## src/rtl/sram_arb_pkg.sv

```systemverilog
// Shared types and default widths for the SRAM arbiter and its users.
package sram_arb_pkg;

    typedef enum logic [1:0] {
        IDLE = 2'd0,
        ACC  = 2'd1,
        DONE = 2'd2
    } state_t;

    typedef enum logic {
        OWN_CPU = 1'b0,
        OWN_DMA = 1'b1
    } owner_t;

    localparam int DEF_ADDR_W = 20;
    localparam int DEF_DATA_W = 16;

endpackage

```

## src/rtl/sram_arbiter.sv

```systemverilog
// Two-port arbiter and fixed-length access sequencer for the shared asynchronous SRAM.
// The CPU wins ties, except that a DMA request passed over MAX_WAIT times is forced through.
module sram_arbiter
    import sram_arb_pkg::*;
#(
    parameter int ADDR_W     = DEF_ADDR_W,
    parameter int DATA_W     = DEF_DATA_W,
    parameter int ACC_CYCLES = 2,
    parameter int MAX_WAIT   = 4
) (
    input  logic              Clk,
    input  logic              Reset,

    input  logic              cpu_req,
    input  logic              cpu_we,
    input  logic [ADDR_W-1:0] cpu_addr,
    input  logic [DATA_W-1:0] cpu_wdata,
    output logic              cpu_ack,
    output logic [DATA_W-1:0] cpu_rdata,

    input  logic              dma_req,
    input  logic              dma_we,
    input  logic [ADDR_W-1:0] dma_addr,
    input  logic [DATA_W-1:0] dma_wdata,
    output logic              dma_ack,
    output logic [DATA_W-1:0] dma_rdata,

    output logic              Mem_CE,
    output logic              Mem_UB,
    output logic              Mem_LB,
    output logic              Mem_OE,
    output logic              Mem_WE,
    output logic [ADDR_W-1:0] Mem_ADDR,
    output logic [DATA_W-1:0] Mem_Dout,
    output logic              Mem_Dout_en,
    input  logic [DATA_W-1:0] Mem_Din
);

    localparam int CNT_W  = (ACC_CYCLES > 1) ? $clog2(ACC_CYCLES) : 1;
    localparam int WAIT_W = (MAX_WAIT > 0) ? $clog2(MAX_WAIT + 1) : 1;
    localparam logic [CNT_W-1:0]  CNT_LAST = CNT_W'(ACC_CYCLES - 1);
    localparam logic [WAIT_W-1:0] WAIT_MAX = WAIT_W'(MAX_WAIT);

    state_t              state, next_state;
    owner_t              owner, grant_owner;
    logic                grant;
    logic                capture;
    logic                we_q;
    logic [ADDR_W-1:0]   addr_q;
    logic [DATA_W-1:0]   wdata_q;
    logic [CNT_W-1:0]    cnt_q;
    logic [WAIT_W-1:0]   dma_wait;

    // NOTE: every signal written here gets a default first, so no path can infer a latch.
    always_comb begin
        next_state  = state;
        grant       = 1'b0;
        grant_owner = OWN_CPU;
        capture     = 1'b0;
        case (state)
            IDLE: begin
                if (cpu_req || dma_req) begin
                    grant      = 1'b1;
                    next_state = ACC;
                    if (dma_req && (!cpu_req || dma_wait == WAIT_MAX))
                        grant_owner = OWN_DMA;
                end
            end
            ACC: begin
                if (cnt_q == CNT_LAST) begin
                    capture    = 1'b1;
                    next_state = DONE;
                end
            end
            DONE:    next_state = IDLE;
            default: next_state = IDLE;
        endcase
    end

    // NOTE: all sequential state uses non-blocking assignments so every register samples pre-edge values.
    always_ff @(posedge Clk) begin
        if (Reset) state <= IDLE;
        else       state <= next_state;
    end

    // Request fields are latched at grant so the SRAM sees a stable address for the whole strobe.
    always_ff @(posedge Clk) begin
        if (Reset) begin
            owner   <= OWN_CPU;
            we_q    <= 1'b0;
            addr_q  <= '0;
            wdata_q <= '0;
            cnt_q   <= '0;
        end else if (grant) begin
            owner   <= grant_owner;
            we_q    <= (grant_owner == OWN_DMA) ? dma_we    : cpu_we;
            addr_q  <= (grant_owner == OWN_DMA) ? dma_addr  : cpu_addr;
            wdata_q <= (grant_owner == OWN_DMA) ? dma_wdata : cpu_wdata;
            cnt_q   <= '0;
        end else if (state == ACC) begin
            cnt_q   <= cnt_q + CNT_W'(1);
        end
    end

    // NOTE: the read-data holding registers are reset so software never sees stale data after Reset.
    always_ff @(posedge Clk) begin
        if (Reset) begin
            cpu_rdata <= '0;
            dma_rdata <= '0;
        end else if (capture && !we_q) begin
            if (owner == OWN_DMA) dma_rdata <= Mem_Din;
            else                  cpu_rdata <= Mem_Din;
        end
    end

    always_ff @(posedge Clk) begin
        if (Reset || !dma_req)
            dma_wait <= '0;
        else if (grant) begin
            if (grant_owner == OWN_DMA)
                dma_wait <= '0;
            else if (dma_wait != WAIT_MAX)
                dma_wait <= dma_wait + WAIT_W'(1);
        end
    end

    // Pins decode registered state only; WE and Dout_en share one term so they switch together.
    assign cpu_ack     = (state == DONE) && (owner == OWN_CPU);
    assign dma_ack     = (state == DONE) && (owner == OWN_DMA);
    assign Mem_CE      = 1'b0;
    assign Mem_UB      = 1'b0;
    assign Mem_LB      = 1'b0;
    assign Mem_OE      = !((state == ACC) && !we_q);
    assign Mem_WE      = !((state == ACC) && we_q);
    assign Mem_Dout_en = (state == ACC) && we_q;
    assign Mem_ADDR    = addr_q;
    assign Mem_Dout    = wdata_q;

endmodule

```

## config.mk

```make
export PLATFORM = sky130hd
export DESIGN_NAME = sram_arbiter
export DESIGN_NICKNAME = d
export VERILOG_FILES = /design/src/rtl/sram_arb_pkg.sv /design/src/rtl/sram_arbiter.sv
export SDC_FILE = /design/constraint.sdc
export NUM_CORES = 1
export LEC_CHECK = 0
export CORE_AREA = 4 4 100 102
export CTS_CLUSTER_DIAMETER = 40
export DETAILED_ROUTE_END_ITERATION = 8
export DIE_AREA = 0 0 104 106
export GPL_TIMING_DRIVEN = 0
export PLACE_DENSITY = 0.87
export SLEW_MARGIN = 20
export SYNTH_ARGS = -nofsm -noshare
export SYNTH_HDL_FRONTEND = slang
export SYNTH_SLANG_ARGS = --single-unit
```

## constraint.sdc

```tcl
create_clock -name Clk -period 2.26 [get_ports Clk]
set_input_delay 0.452 -clock Clk [delete_from_list [all_inputs] [get_ports Clk]]
set_output_delay 0.452 -clock Clk [all_outputs]
set_load 0.05 [all_outputs]
```

==> out/metrics.cfg, run 1 <==
[status]
status = finished with violations
violations = setup timing

[logic_synthesis]
synth_compound_area_frac = 0.200
syn_area_sq_um = 3760
synth_fa_ha_area_frac = 0.00666
synth.mux.area_fraction = 0
yosys.area_share.simple = 0.313
ys_seq_area_frac = 0.405
synth_cells = 417
avgSynthCellArea_sq_um = 9.01
synth.distinct_cells = 35
synth_top_family_by_area = simple AND/OR/NAND/NOR gates
synthXorXnorAreaFrac = 0.00233
ys_warn_count = 0
ys_seq_elements = 76

[critical_path]
critPathMaxFanout = 8
cp-end-kind = output pin
required_ps = 1810
cp.arrival_ps = 1810
cp-start-kind = flop
crit_type = reg2out

[global_route]
grt_max_degree = 16
grt_first_pass_wirelength_um = 20100
use_met1 = 0.263
antenna_found_initial = 0
grtUsageMet3 = 0.0686
globalRouteTotalUtil = 0.224
grt_pass1_vias = 4045
top_usage_layer = met2
grt-ovfl-total = 0
gr-usage-met2 = 0.377

[route]
routed-via-count = 4148
drt_iter0_markers = 239
first_pass_iters = 4
drt_wl_total_um = 12700
wl_per_cell_um = 17.9
vias_per_cell = 5.82
drc = 0
postRouteAntennaNets = 0

[clock_tree]
clkSinkCount = 76
cts_made_buffers = 9
clkTransAtPathRegs_ps = 80
hold_buffers = 0
cts_max_level = 3
worstSkewPairLatency_ps = 350
cts_root_buf = clkbuf_8
clockBufferDepth = 2
cts_tree = built

[timing]
tightest_slew_ps = 555
hold_ws_ps = 480
setup_viol = 1
fin_crit_ps = 2260
max_clock_freq_ghz = 0.442
relSlewSlack = 0.629
clock_skew_ps = 6.73
layout_setup_ws_ps = -3.27
slew_violations = 0
finalHoldViolCount = 0
rsz0062_at_grt = true
fin_crit_sh = 1.00

[power_and_ir_drop]
swShare = 0.347
p_switching_uw = 1200
power.density_nw_per_um2 = 598
pwr-share-seq = 0.428
p_comb_frac = 0.292
power_uw = 3450
leakage_uw = 0.00200
ir_drop_mv = 0.315
power.internal_uw = 2250
power_frac_clock = 0.280

[cells_and_area]
nNetsFinal = 693
num_antenna_cells = 0
drive_gt1_frac = 0.0631
post-route-util = 0.634
final_common_cell = clkdlybuf4s50_1
area_growth_pct = 53.6
layout_common_cells = clkdlybuf4s50_1, dfxtp_1, clkbuf_1
nFillCells = 766

[placed_design]
place_congestion = 0.881
portBuffers = 165
dp_hpwl_um = 9650

[flow_run]
cap_violations = 0

[die]
dieArea_sq_um = 11000
boundaryPins = 170
core_sq_um = 9110
die_w_um = 104
num_rows = 35
start_util = 0.413
dieHeight_um = 106

[min_path]
hp-class = reg2reg

power groups by stage:
stage / clock, uW / combinational [uW] / sequential (uW)
floorplan: 0 / 328 / 1750
global placement: 0 / 988 / 1500
detailed placement: 0 / 1000 / 1500
CTS: 985 / 1000 / 1470
global route: 1040 / 1060 / 1480
finish: 966 / 1010 / 1480
path summary, 6_finish.rpt:
check,startpoint,to,slack [ps],cells after the start
hold reg to reg,dma_rdata[12],dma_rdata[12],480,2
setup / recovery,owner,dma_ack,-3,4
hold / removal,dma_rdata[12],dma_rdata[12],480,2
setup reg to reg,dma_wait[0],Mem_ADDR[12],180,7
worst max-delay path, cell delays in order (launching register included):
cell,delay (ps)
dfxtp_1,320
clkbuf_1,300
clkinvlp_4,240
nor3b_2,200
clkdlybuf4s18_2,400
routing by layer:
layer / routed length, um / vias to the layer above
li1: - / 1951
met1: 5130 / 1929
met2: 6040 / 240
met3: 1280 / 28
met4: 301 / 0
met5: 0 / -
through the flow:
| step | setup TNS (ps) | worst slack, ps | std cells | area [sq um] |
|---|---|---|---|---|
| floorplan | 0 | 310 | 419 | 3780 |
| global placement | -6510 | -228 | 695 | 5570 |
| detailed placement | -7870 | -273 | 695 | 5570 |
| CTS | -49.8 | -49.8 | 710 | 5750 |
| global route | -113 | -102 | 713 | 5770 |
| finish | -3.27 | -3.27 | 713 | 5770 |
cells in the mapped netlist, drive strengths merged:
cell type  count  share of area
a31oi          1         0.0017
a21oi         34          0.045
inv            4         0.0040
nor2           2         0.0020
a221o         37          0.099
nand2          4         0.0040
dfxtp         76           0.40
a21boi         1         0.0020
buf            9          0.019
nor4b         37          0.086
conb           1         0.0010
o21ai         32          0.043
nand3b         1         0.0020
nor3b          2         0.0040
xor2           1         0.0023
nand3         35          0.047
nor4bb         1         0.0027
nor3           1         0.0013
and4          37          0.086
nor2b         38          0.063
a2111oi        1         0.0023
and2           1         0.0017
a21bo          1         0.0027
o2bb2ai        1         0.0023
o21ba          1         0.0027
and3b          1         0.0023
nand4bb        1         0.0030
nand2b         2         0.0033
ha             2         0.0067
clkbuf        50          0.050
or2            1         0.0017
nand4b         1         0.0023
logic make-up (layout without fill, tap and decap cells):
logic type / after synthesis / in the layout
XOR/XNOR: 1 / 1
AO/OA/AOI/OAI: 109 / 109
other: 1 / 3
adder cells (fa/ha/maj): 2 / 2
buffers and inverters: 63 / 246
flip-flops: 76 / 76
AND/OR/NAND/NOR: 165 / 165
registers in the layout (all words and copies together) (netlist names):
register / count
Mem_Dout: 16
owner: 1
cpu_rdata: 16
dma_wait: 3
we_q: 1
cnt_q: 1
state: 2
dma_rdata: 16
Mem_ADDR: 20
area by class of cell:
type / count / area (sq um) / share of cell area
multi-input combinational: 280 / 1980 / 0.343
timing repair buffer: 168 / 1670 / 0.289
sequential: 76 / 1520 / 0.264
buffer: 58 / 259 / 0.0449
tap: 111 / 139 / 0.0241
clock buffer: 9 / 124 / 0.0215
clock inverter: 7 / 60.1 / 0.0104
inverter: 4 / 18.8 / 0.00325
timing repair:
action                     CTS  global route
gates resized for setup     12             8
buffers inserted             0             3
setup endpoints to repair    5            32
No activity file was read; power rests on OpenSTA's default activity.
==> inputs of run 2 (changes only) <==
- CAP_MARGIN: unset -> 20
==> results of run 2 <==
The final DEF is identical to that of run 1; final timing and power are the same.
